--- config.mk ---
export PLATFORM = sky130hd
export DESIGN_NAME = spi_frame_receiver_flat
export DESIGN_NICKNAME = d
export VERILOG_FILES = /design/src/rtl/spi_frame_receiver_if.sv /design/src/rtl/spi_frame_receiver.sv /design/src/flat_wrapper.sv
export SDC_FILE = /design/constraint.sdc
export NUM_CORES = 1
export LEC_CHECK = 0
export BUFFER_PORTS_ARGS = -buffer_cell sky130_fd_sc_hd__buf_2
export CAP_MARGIN = 5
export CORE_MARGIN = 10
export CORE_UTILIZATION = 25
export DETAILED_ROUTE_END_ITERATION = 12
export PLACE_DENSITY = 0.47
export SLEW_MARGIN = 25
export SYNTH_ARGS = -nofsm -noshare
export SYNTH_HDL_FRONTEND = slang
export SYNTH_SLANG_ARGS = --single-unit
--- constraint.sdc ---
create_clock -name CLK -period 1.75 [get_ports CLK]
set_clock_uncertainty 0.1 [all_clocks]
set_input_delay 0.175 -clock CLK [delete_from_list [all_inputs] [get_ports CLK]]
set_output_delay 0.175 -clock CLK [all_outputs]
set_load 0.02 [all_outputs]
--- src/rtl/spi_frame_receiver_if.sv ---
// Bus bundle for spi_frame_receiver: serial inputs plus the frame valid/ready output side.
// The receiver connects through the slave modport; the stimulus/consumer side uses master.
interface spi_frame_receiver_if #(
    parameter int unsigned WIDTH = 16
);
    logic             cs_n;
    logic             sclk;
    logic             sdi;
    logic [WIDTH-1:0] frame_data;
    logic             frame_valid;
    logic             frame_ready;
    logic             len_err;
    logic             overrun;

    modport master (
        output cs_n, sclk, sdi, frame_ready,
        input  frame_data, frame_valid, len_err, overrun
    );

    modport slave (
        input  cs_n, sclk, sdi, frame_ready,
        output frame_data, frame_valid, len_err, overrun
    );
endinterface

--- src/rtl/spi_frame_receiver.sv ---
// Oversampling 3-wire serial frame deserializer with a valid/ready frame output.
// Optional macro RX_TIMEOUT_EN aborts a frame after TIMEOUT cycles without an sclk rise.
module spi_frame_receiver #(
    parameter int unsigned WIDTH       = 16,
    parameter int unsigned SYNC_STAGES = 2,
    parameter int unsigned LSB_FIRST   = 1,
    parameter int unsigned TIMEOUT     = 1024
) (
    input  logic                 CLK,
    input  logic                 RST,
    spi_frame_receiver_if.slave  bus
);
    localparam int unsigned CNT_MAX = WIDTH + 1;
    localparam int unsigned CNT_W   = $clog2(CNT_MAX + 1);

    if (SYNC_STAGES < 2 || WIDTH < 2 || TIMEOUT < 2) begin : g_param_check
        $error("spi_frame_receiver: SYNC_STAGES, WIDTH and TIMEOUT must each be at least 2");
    end

    typedef enum logic [1:0] {ST_ARM, ST_IDLE, ST_SHIFT} state_e;

    state_e                 state_q, state_d;
    logic [SYNC_STAGES-1:0] cs_sync_q, sclk_sync_q, sdi_sync_q;
    logic                   cs_dly_q, sclk_dly_q;
    logic [WIDTH-1:0]       shift_q, shift_d;
    logic [CNT_W-1:0]       cnt_q, cnt_d;
    logic [WIDTH-1:0]       data_q, data_d;
    logic                   valid_q, valid_d;
    logic                   len_err_q, len_err_d;
    logic                   overrun_q, overrun_d;
    logic                   cs_s, sdi_s, cs_rise, cs_fall, sclk_rise;

`ifdef RX_TIMEOUT_EN
    localparam int unsigned TMR_W = $clog2(TIMEOUT + 1);
    logic [TMR_W-1:0] tmr_q, tmr_d;
`endif

    assign cs_s      = cs_sync_q[SYNC_STAGES-1];
    assign sdi_s     = sdi_sync_q[SYNC_STAGES-1];
    assign cs_rise   = cs_s & ~cs_dly_q;
    assign cs_fall   = ~cs_s & cs_dly_q;
    assign sclk_rise = sclk_sync_q[SYNC_STAGES-1] & ~sclk_dly_q;

    // Synchronizers reset low so ARM only leaves on a genuinely observed cs_n high.
    always_ff @(posedge CLK or posedge RST) begin
        if (RST) begin
            cs_sync_q   <= '0;
            sclk_sync_q <= '0;
            sdi_sync_q  <= '0;
            cs_dly_q    <= 1'b0;
            sclk_dly_q  <= 1'b0;
        end else begin
            cs_sync_q   <= {cs_sync_q[SYNC_STAGES-2:0], bus.cs_n};
            sclk_sync_q <= {sclk_sync_q[SYNC_STAGES-2:0], bus.sclk};
            sdi_sync_q  <= {sdi_sync_q[SYNC_STAGES-2:0], bus.sdi};
            cs_dly_q    <= cs_s;
            sclk_dly_q  <= sclk_sync_q[SYNC_STAGES-1];
        end
    end

    always_ff @(posedge CLK or posedge RST) begin
        if (RST) begin
            state_q   <= ST_ARM;
            shift_q   <= '0;
            cnt_q     <= '0;
            data_q    <= '0;
            valid_q   <= 1'b0;
            len_err_q <= 1'b0;
            overrun_q <= 1'b0;
`ifdef RX_TIMEOUT_EN
            tmr_q     <= '0;
`endif
        end else begin
            state_q   <= state_d;
            shift_q   <= shift_d;
            cnt_q     <= cnt_d;
            data_q    <= data_d;
            valid_q   <= valid_d;
            len_err_q <= len_err_d;
            overrun_q <= overrun_d;
`ifdef RX_TIMEOUT_EN
            tmr_q     <= tmr_d;
`endif
        end
    end

    always_comb begin
        state_d   = state_q;
        shift_d   = shift_q;
        cnt_d     = cnt_q;
        data_d    = data_q;
        valid_d   = valid_q;
        len_err_d = 1'b0;
        overrun_d = 1'b0;
`ifdef RX_TIMEOUT_EN
        tmr_d     = '0;
`endif
        if (valid_q && bus.frame_ready) begin
            valid_d = 1'b0;
        end

        case (state_q)
            ST_ARM: begin
                if (cs_s) begin
                    state_d = ST_IDLE;
                end
            end
            ST_IDLE: begin
                if (cs_fall) begin
                    shift_d = '0;
                    cnt_d   = '0;
                    state_d = ST_SHIFT;
                end
            end
            ST_SHIFT: begin
                if (cs_rise) begin
                    state_d = ST_IDLE;
                    if (cnt_q == CNT_W'(WIDTH)) begin
                        // Load when empty or when the old frame is consumed this same cycle.
                        if (!valid_q || bus.frame_ready) begin
                            data_d  = shift_q;
                            valid_d = 1'b1;
                        end else begin
                            overrun_d = 1'b1;
                        end
                    end else begin
                        len_err_d = 1'b1;
                    end
                end else if (sclk_rise) begin
                    if (cnt_q < CNT_W'(WIDTH)) begin
                        if (LSB_FIRST != 0) begin
                            shift_d = {sdi_s, shift_q[WIDTH-1:1]};
                        end else begin
                            shift_d = {shift_q[WIDTH-2:0], sdi_s};
                        end
                    end
                    if (cnt_q != CNT_W'(CNT_MAX)) begin
                        cnt_d = cnt_q + CNT_W'(1);
                    end
`ifdef RX_TIMEOUT_EN
                end else if (tmr_q == TMR_W'(TIMEOUT - 1)) begin
                    len_err_d = 1'b1;
                    state_d   = ST_ARM;
                end else begin
                    tmr_d = tmr_q + TMR_W'(1);
`endif
                end
            end
            default: state_d = ST_ARM;
        endcase
    end

    assign bus.frame_data  = data_q;
    assign bus.frame_valid = valid_q;
    assign bus.len_err     = len_err_q;
    assign bus.overrun     = overrun_q;
endmodule

--- src/flat_wrapper.sv ---
// flat-port wrapper written by rule: the top's interface ports become plain ports
module spi_frame_receiver_flat 
#(
    parameter int unsigned WIDTH       = 16,
    parameter int unsigned SYNC_STAGES = 2,
    parameter int unsigned LSB_FIRST   = 1,
    parameter int unsigned TIMEOUT     = 1024
)
  (CLK, RST, bus_cs_n, bus_sclk, bus_sdi, bus_frame_ready, bus_frame_data, bus_frame_valid, bus_len_err, bus_overrun);
  spi_frame_receiver_if #(.WIDTH(WIDTH)) bus_i ();
  input  logic CLK;
  input  logic RST;
  input wire logic [$bits(bus_i.cs_n)-1:0] bus_cs_n;
  input wire logic [$bits(bus_i.sclk)-1:0] bus_sclk;
  input wire logic [$bits(bus_i.sdi)-1:0] bus_sdi;
  input wire logic [$bits(bus_i.frame_ready)-1:0] bus_frame_ready;
  output wire logic [$bits(bus_i.frame_data)-1:0] bus_frame_data;
  output wire logic [$bits(bus_i.frame_valid)-1:0] bus_frame_valid;
  output wire logic [$bits(bus_i.len_err)-1:0] bus_len_err;
  output wire logic [$bits(bus_i.overrun)-1:0] bus_overrun;
  assign bus_i.cs_n = bus_cs_n;
  assign bus_i.sclk = bus_sclk;
  assign bus_i.sdi = bus_sdi;
  assign bus_i.frame_ready = bus_frame_ready;
  assign bus_frame_data = bus_i.frame_data;
  assign bus_frame_valid = bus_i.frame_valid;
  assign bus_len_err = bus_i.len_err;
  assign bus_overrun = bus_i.overrun;
  spi_frame_receiver #(.WIDTH(WIDTH), .SYNC_STAGES(SYNC_STAGES), .LSB_FIRST(LSB_FIRST), .TIMEOUT(TIMEOUT)) u_core (.CLK(CLK), .RST(RST), .bus(bus_i));
endmodule
=== Word-level counts from Yosys, hierarchy flattened ===
Index checks and enable logic that the tools add are counted.

* Bitwise logic cells: 6
* $lt $le $gt $ge: 1
* Eq/ne operators: 11
* Multiply operators: 0
* Reduce and logical (&&, ||, !) cells: 9
* Add/subtract/negate cells: 1
* Shift-type cells: 0
* Multiplexer cells: 26
* Div/mod/pow operators: 0

{| class="wikitable"
|+ Operator list
! kind !! number
|-
| 2-to-1 mux 16 bit || 4
|-
| one-hot mux 16 bit (2 select lines) || 1
|-
| 2-to-1 mux 5 bit || 4
|-
| 2-to-1 mux 1 bit || 12
|-
| != test 2 x 1 -> 1 bit (second input constant) || 6
|-
| one-hot mux 5 bit (2 select lines) || 1
|-
| AND reduction 5 bit || 2
|-
| 2-to-1 mux 2 bit || 3
|-
| one-hot mux 2 bit (3 select lines) || 1
|-
| adder 5 x 1 -> 5 bit (second input constant) || 1
|-
| == test 5 bit (second input constant) || 1
|-
| < comparator 5 bit (second input constant) || 1
|-
| != test 5 bit (second input constant) || 1
|-
| AND reduction 4 bit || 1
|-
| AND 1 bit || 3
|-
| inverter 1 bit || 3
|-
| AND reduction 3 bit || 1
|-
| == test 2 x 1 -> 1 bit (second input constant) || 1
|-
| == test 2 bit (second input constant) || 1
|-
| zero test 2 bit || 1
|-
| != test 2 bit (second input constant) || 1
|-
| nonzero test 2 bit || 1
|-
| logical AND 1 bit || 1
|-
| zero test 1 bit || 1
|-
| logical OR 1 bit || 1
|}

* Memories: 0
* Bits of input ports: 6
* Word-level logic and storage cells: 66
* Memory bits (read-only): 0
* Register bits: 50
* Bits in latches: 0
* Output and inout bits: 19
* RAM bits: 0

=== Longest topological paths before layout ===
Gate-level depths: netlist of run 1.

* Word-level depth: 6
* Gate-level depth with buffers: 7
* Depth with buffers taken out: 6

=== Worst setup path before layout of run 1 ===
No wires, ideal clock.

* Path type: flip-flop to flip-flop
* From: reg u_core.state_q[0]
* To: reg u_core.shift_q[0]
* Path buffers: 2
* Data arrival time: 1.644 ns
* Setup time: 0.065 ns
* Setup slack: -0.060 ns
* Required time: 1.585 ns
* Period minus slack after synthesis: 1.810 ns
* Stages on the path, launching flop included: 8
* Cell sequence: dfrtp_1 inv_1 ha_1 clkbuf_1 inv_1 nor3_4 buf_4 a22o_1

* Cells in the longest elaborated chain, start to end: 3
* Elaborated cells on any way between the ends: 9
* Classes of those cells: 6 x eq/ne; 1 x mux; 2 x reduce/logical

{| class="wikitable"
|+ RTL lines
! what !! RTL line !! text
|-
| start: declaration || spi_frame_receiver.sv:22 || <nowiki>state_e state_q, state_d;</nowiki>
|-
| start signal: assignment || spi_frame_receiver.sv:74 || <nowiki>state_q <= state_d;</nowiki>
|-
| == test 2 bit or == test 2 x 1 -> 1 bit (tied branches) || spi_frame_receiver.sv:102 || <nowiki>case (state_q)</nowiki>
|-
| != test 2 x 1 -> 1 bit (no line) (tied with other cells) || - ||
|-
| AND reduction 5 bit (no line) || - ||
|-
| end signal: assignment || spi_frame_receiver.sv:75 || <nowiki>shift_q <= shift_d;</nowiki>
|-
| end: declaration || spi_frame_receiver.sv:25 || <nowiki>logic [WIDTH-1:0] shift_q, shift_d;</nowiki>
|}

Several ways; a longest one is shown, not always the timed one.
A chain may end at the register's enable or synchronous reset.

=== Worst setup path after layout of run 1 ===
* From: reg u_core.state_q[0]
* To: reg u_core.data_q[0] (netlist: u_core.bus.frame_data[0])

* Cells in the longest elaborated chain, start to end: 2

{| class="wikitable"
|+ RTL lines
! what !! RTL line !! text
|-
| == test 2 bit || spi_frame_receiver.sv:102 ||
|-
| AND reduction 4 bit (no line) || - ||
|-
| end signal: assignment || spi_frame_receiver.sv:77 || <nowiki>data_q <= data_d;</nowiki>
|-
| end: declaration || spi_frame_receiver.sv:27 || <nowiki>logic [WIDTH-1:0] data_q, data_d;</nowiki>
|}

No other way between the ends.

==> results of run 1 <==
-- flip-flops by register name, indices dropped and copies added, names as in the netlist --
| name | count |
|---|---|
| u_core.state_q | 2 |
| u_core.bus.overrun | 1 |
| u_core.cs_sync_q | 2 |
| u_core.sclk_dly_q | 1 |
| u_core.bus.frame_data | 16 |
| u_core.cnt_q | 5 |
| u_core.bus.frame_valid | 1 |
| u_core.sclk_sync_q | 2 |
| u_core.bus.len_err | 1 |
| u_core.sdi_sync_q | 2 |
| u_core.cs_dly_q | 1 |
| u_core.shift_q | 16 |
-- stage by stage --
stage	utilization, %	total power [mW]	TNS, ns	cells	hold slack [ns]
floorplan	-	1.62	0	151	0.106
global placement	30.1	1.78	-1.49	295	-0.0149
detailed placement	30.1	1.79	-1.94	295	-0.0148
CTS	32.9	2.52	-0.0896	312	0.0715
global route	33.6	2.72	-1.33	313	0.0870
finish	33.6	2.56	0	313	0.0818
-- what timing repair did --
action,4_1_cts,5_1_grt
hold endpoints to repair,53,0
buffers inserted,4,0
resized for setup,8,12
cloned,1,1
endpoints found under the setup margin,32,32
hold buffers,4,0
pin swaps,2,8
-- Yosys cell counts (3+ instances only) --
cell / count
mux2_2: 16
o21ai_0: 5
inv_1: 9
nand2b_1: 4
ha_1: 7
nor2_1: 3
nand2_1: 4
a22o_1: 16
nand3_1: 4
dfrtp_1: 50
-- metal layers --
layer	GRT usage (%)	wire [um]	vias up	part of all wire, %
li1	-	-	653	-
met5	0	0	-	0
met3	2.33	206	2	4.9
met4	2.60	42	0	1.0
met1	9.01	2040	677	49
met2	9.63	1920	18	46
-- report_power, final --
group | internal [mW] | switching (mW)
sequential | 1.19 | 0.0201
combinational | 0.282 | 0.384
clock | 0.318 | 0.369
-- logic make-up (layout without fill, tap and decap cells) --
kind of cell,after synthesis,after routing
AO/OA/AOI/OAI,34,35
AND/OR/NAND/NOR,29,29
multiplexers,17,17
buffers and inverters,14,70
adder cells (fa/ha/maj),7,7
flip-flops,50,50
-- layout make-up --
type                    instances  area (um^2)  area share, %
clock inverters                 2         12.5          0.458
well taps                     105          131           4.81
multi-input cells              88          816           29.9
repair buffers                 53          403           14.8
inverters                       9         33.8           1.24
flip-flops and latches         50         1250           45.8
clock buffers                   6         82.6           3.02
-- layout by cell type, fill, tap and decap left out, drive strengths merged, types with 2 or more instances in the layout --
cell         netlist  final
ha                 7      7
mux2              16     16
dlygate4sd3        0      4
buf                4     48
nand3              4      4
nand2b             4      4
clkbuf             1      7
a21o               1      2
nor2b              3      3
nor2               3      3
nand4              2      2
a22o              16     16
a31oi              2      2
inv                9      9
o21ai              6      6
nor3               3      3
nand2              4      4
dfrtp             50     50
-- worst max-delay path, cell delays in order (launching register included) --
cell	delay [ns]
dfrtp_1	0.39
inv_1	0.08
ha_2	0.18
nand4_1	0.16
nor2b_4	0.21
clkbuf_16	0.18
mux2_2	0.32
-- worst max-delay path by stage --
| stage | endpoint | slack, ns |
|---|---|---|
| after floorplan | u_core.shift_q[15] | 0.04 |
| after global placement | u_core.shift_q[3] | -0.07 |
| after detailed placement | u_core.shift_q[4] | -0.09 |
| after CTS | u_core.bus.frame_data[7] | -0.01 |
| after global routing | u_core.bus.frame_data[1] | -0.10 |
| final | u_core.bus.frame_data[0] | 0.03 |
==> results.py, run 1 <==
metrics = {
    "outcome": {
        "outcome": "finished clean",
    },
    "cells_and_area": {
        "drive_above_1_share_pct": 41.8,
        "layout.nets": 220,
        "n_antenna_cell": 0,
        "area_delta_synth_final_pct": 32.1,
        "post-route-cell-area_mm2": 0.00273,
        "layout.filler_cells": 819,
    },
    "clock_tree": {
        "numCtsBuffers": 5,
        "clock_tree_root_buffer_cell": "clkbuf_8",
        "cts.sink_count": 50,
        "worst_skew_pair.late_latency_ns": 0.30,
        "tritoncts": "yes",
        "ctsHtreeMaxLevel": 2,
        "cts.path.max_buffers": 2,
        "path_clk_slew_ns": 0.09,
    },
    "logic_synthesis": {
        "count_of_flip_flops_with_a_built_in_enable_after_synthesis": 0,
        "synthXorXnorAreaFrac_pct": 0,
        "postSynthNetCount": 164,
        "ys.warnings.count": 0,
        "postSynth.asyncResetShare_pct": 100,
        "synth_simple_gate_area_share_pct": 9.38,
        "synth-seq-area-share_pct": 60.5,
        "synthMuxAreaShare_pct": 9.20,
        "yosysUniqueCellTypes": 37,
        "synth-main-ff-cell": "dfrtp_1",
        "synth_seq_cells": 50,
        "synth_compound_gate_area_share_pct": 13.0,
        "postSynthAreaPerCell_um2": 13.7,
        "post_synth_main_area_contributors": "dfrtp_1 (61%), mux2_2 (8.7%), a22o_1 (6.8%), ha_1 (4.2%), inv_1 (1.6%)",
        "synth-adder-area-share_pct": 4.24,
        "yosysTopAreaCell": "dfrtp_1",
        "netlist_area_mm2": 0.00207,
        "netlist_instances": 151,
        "synth_top_area_share_pct": 60.5,
        "synth_top_family_by_area": "compound AO/OA/AOI/OAI gates",
    },
    "worst_setup_path": {
        "worst-endpoint-arrival_ns": 1.81,
        "timing.reg2reg.worst_path_depth": 6,
        "worstReg2RegEnd": "u_core.bus.frame_data[0]",
        "timing.critical_path.to_type": "flip-flop",
        "crit_path_max_fanout": 8,
        "setup_slack_of_the_most_critical_reg_to_reg_path_ns": 0.03,
        "crit-reg2reg-launch": "u_core.state_q[0]",
        "worst_setup_path_start": "u_core.state_q[0]",
        "crit_path_category": "reg2reg",
        "start_kind": "flip-flop",
        "worst_path_required_ns": 1.83,
    },
    "sta": {
        "setup-violations-final": 0,
        "grt_setup_unrepaired": "yes",
        "post-route-worst-setup-slack_ns": 0.0256,
        "tightestPinTransition_ns": 0.264,
        "max_clock_freq_ghz": 0.580,
        "period_needed_ns": 1.72,
        "hold_viol_final": 0,
        "timing.slew.headroom_pct": 82.4,
        "timing.final.crit_share_pct": 98.5,
        "slew_viol_final": 0,
    },
    "die": {
        "io_pins": 25,
        "dieHeight_um": 111,
        "die-width_um": 111,
        "dieArea_mm2": 0.0123,
        "num_rows": 33,
        "core-area_mm2": 0.00813,
        "start_util_pct": 25.4,
    },
    "placement": {
        "placedInstanceArea_mm2": 0.00245,
        "finalWeightedCongestion": 0.797,
        "place.detailed.hpwl_um": 2830,
        "port_buffers": 24,
        "dp_slack_ns": -0.0933,
    },
    "global_routing": {
        "groute.usage.overall_pct": 6.73,
        "grt_pass1_vias": 1461,
        "grt_pass1_wl_um": 7020,
        "grt-ovfl-total": 0,
        "antenna_violations_before_repair": 0,
        "grt_max_degree": 45,
    },
    "routing": {
        "num_vias": 1350,
        "wl_um": 4210,
        "post_drt_wl_per_cell_um": 13.4,
        "detail-route-antenna-nets": 0,
        "drt_iter0_markers": 48,
        "route.detailed.vias_per_inst": 4.31,
        "drt_first_pass_iters": 4,
        "post-route-drc-count": 0,
    },
    "hold_path": {
        "hp-class": "in2reg",
        "min_delay_worst_endpoint": "u_core.bus.overrun",
        "worst_hold_path.num_cells": 3,
        "min-delay-start": "bus_frame_ready",
    },
    "power": {
        "power.density_mw_per_mm2": 938,
        "vdd_drop_max_mv": 0.371,
        "power_leakage_nw": 1.36,
    },
    "job": {
        "drv_cap": 0,
    },
}
No activity file was read; power rests on OpenSTA's default activity.
==> run 2: changes to the inputs <==
--- a/config.mk
+++ b/config.mk
@@ -7,10 +7,11 @@
 export LEC_CHECK = 0
 export BUFFER_PORTS_ARGS = -buffer_cell sky130_fd_sc_hd__buf_2
 export CAP_MARGIN = 5
+export CORE_ASPECT_RATIO = 2
 export CORE_MARGIN = 10
-export CORE_UTILIZATION = 25
+export CORE_UTILIZATION = 50
 export DETAILED_ROUTE_END_ITERATION = 12
-export PLACE_DENSITY = 0.47
+export PLACE_DENSITY_LB_ADDON = 0.25
 export SLEW_MARGIN = 25
 export SYNTH_ARGS = -nofsm -noshare
 export SYNTH_HDL_FRONTEND = slang
==> run 2 against run 1 <==
Against the previous run: the run now ends with negative setup slack left; worst setup slack got worse by 0.096 ns; total power grew 5.6%; sequential power hardly changed; fmax shrank 5.3%; first-iteration DRC count up 8.3%; die area shrank 41%; utilization up 33 points; sequential share of layout area rose by 0.78 points; count of clock-buffer cells in the layout stayed put; register-to-register slack worse by 0.096 ns; global-route usage rose by 6.5 points.
==> results.py, run 2 (same netlist as run 1, synthesis figures left out) <==
metrics = {
    "sta": {
        "period_needed_ns": 1.82,
        "max_clock_freq_ghz": 0.549,
        "post-route-worst-setup-slack_ns": -0.0706,
        "slew_viol_final": 0,
        "setup-violations-final": 16,
        "timing.slew.headroom_pct": 69.3,
        "timing.final.crit_share_pct": 104,
        "grt_setup_unrepaired": "yes",
        "tightestPinTransition_ns": 0.460,
        "hold_viol_final": 0,
        "setup_total_negative_slack_ns": -0.704,
    },
    "routing": {
        "post_drt_wl_per_cell_um": 17.8,
        "route.detailed.vias_per_inst": 5.47,
        "detail-route-antenna-nets": 0,
        "num_vias": 1417,
        "post-route-drc-count": 0,
        "drt_iter0_markers": 52,
        "drt_first_pass_iters": 4,
        "wl_um": 4610,
    },
    "cells_and_area": {
        "drive_above_1_share_pct": 44.4,
        "area_delta_synth_final_pct": 30.1,
        "post-route-cell-area_mm2": 0.00269,
        "final_cells": 259,
        "layout.nets": 219,
        "most-common-layout-cells": "dfrtp_1 (48), buf_2 (24), buf_4 (21)",
        "n_antenna_cell": 0,
        "leading_cell_type_in_the_layout_fill_and_taps_excluded": "dfrtp_1",
    },
    "die": {
        "io_pins": 25,
        "dieHeight_um": 111,
        "die-width_um": 65.5,
        "dieArea_mm2": 0.00726,
        "start_util_pct": 51.1,
        "num_rows": 33,
        "core-area_mm2": 0.00405,
    },
    "placement": {
        "placedInstanceArea_mm2": 0.00232,
        "dp_slack_ns": -0.142,
        "place.detailed.hpwl_um": 3150,
        "finalWeightedCongestion": 0.881,
        "port_buffers": 24,
        "place.detailed.instances": 237,
    },
    "clock_tree": {
        "path_clk_slew_ns": 0.09,
        "worst_skew_pair.late_latency_ns": 0.31,
        "cts.path.max_buffers": 2,
        "ctsHtreeMaxLevel": 2,
        "cts.sink_count": 50,
        "clock_tree_root_buffer_cell": "clkbuf_8",
        "tritoncts": "yes",
        "numCtsBuffers": 5,
    },
    "power": {
        "vdd_drop_max_mv": 0.704,
        "power.density_mw_per_mm2": 1000,
        "power_leakage_nw": 1.35,
    },
    "global_routing": {
        "groute.usage.overall_pct": 13.2,
        "antenna_violations_before_repair": 0,
        "grt-ovfl-total": 0,
        "grt_pass1_wl_um": 7650,
        "grt_max_degree": 22,
        "grt_pass1_vias": 1629,
    },
    "outcome": {
        "failing_checks": "negative setup slack",
        "outcome": "finished, violations left",
    },
    "worst_setup_path": {
        "worst_path_required_ns": 1.84,
        "start_kind": "flip-flop",
        "worst-endpoint-arrival_ns": 1.91,
        "crit_path_max_fanout": 6,
        "timing.critical_path.to_type": "flip-flop",
        "crit_path_category": "reg2reg",
    },
    "job": {
        "drv_cap": 0,
    },
    "hold_path": {
        "hp-class": "in2reg",
    },
}
run 2: cell types whose count changed in the layout (fill, tap and decap cells not counted), sizes merged:
cell and delta:
bufinv +1, buf +1, clkinv -1, a21o -1, clkbuf -1
run 2: final cells by class:
class	count	area [um^2]
clock buffer	6	72.6
clock inverter	2	37.5
fill	312	1360
inverter	9	33.8
multi-input combinational	87	856
sequential	50	1250
tap	52	65.1
timing repair buffer	53	372
run 2: layer usage:
layer,GRT usage (%),routed length (um)
met3,3.74,170
met5,0,0
met4,7.76,152
met2,23.1,2550
met1,13.0,1740
run 2: report_power, final:
part | internal, mW | total [mW] | switching [mW]
Clock | 0.426 | 0.797 | 0.370
Sequential | 1.19 | 1.21 | 0.0260
Combinational | 0.302 | 0.694 | 0.392
Total | 1.91 | 2.70 | 0.788
run 2: worst paths after layout:
kind / from / end / cells past startpoint / slack [ns]
setup / recovery: u_core.state_q[0] / u_core.bus.frame_data[9] / 6 / -0.07
hold / removal: bus_frame_ready / u_core.bus.overrun / 3 / 0.09
setup reg to reg: u_core.state_q[0] / u_core.bus.frame_data[9] / 6 / -0.07
hold reg to reg: u_core.sdi_sync_q[0] / u_core.sdi_sync_q[1] / 0 / 0.25
max in group asynchronous: RST / u_core.bus.frame_data[10] / 4 / 0.63
min in group asynchronous: RST / u_core.cs_dly_q / 3 / 0.32
run 2: critical path: stages, from the launching register on:
cell and delay, ns:
dfrtp_1 0.41, inv_2 0.11, ha_4 0.17, nand4_1 0.18
nor2b_4 0.24, buf_6 0.18, mux2_4 0.30
run 2: repair_timing:
item,CTS,global route
setup endpoints to repair,32,37
hold endpoints to repair,22,0
cloned,1,0
setup buffers,5,4
hold buffers,4,0
pin swaps,4,3
gates resized for setup,16,21
run 2: per-stage QoR:
step,hold slack [ns],utilization [%],power (mW)
after floorplan,0.106,-,1.62
after global placement,0.0981,57.4,1.75
after detailed placement,0.112,57.4,1.79
after CTS,0.0813,63.8,2.63
after global routing,0.121,66.5,2.84
final,0.0875,66.5,2.70
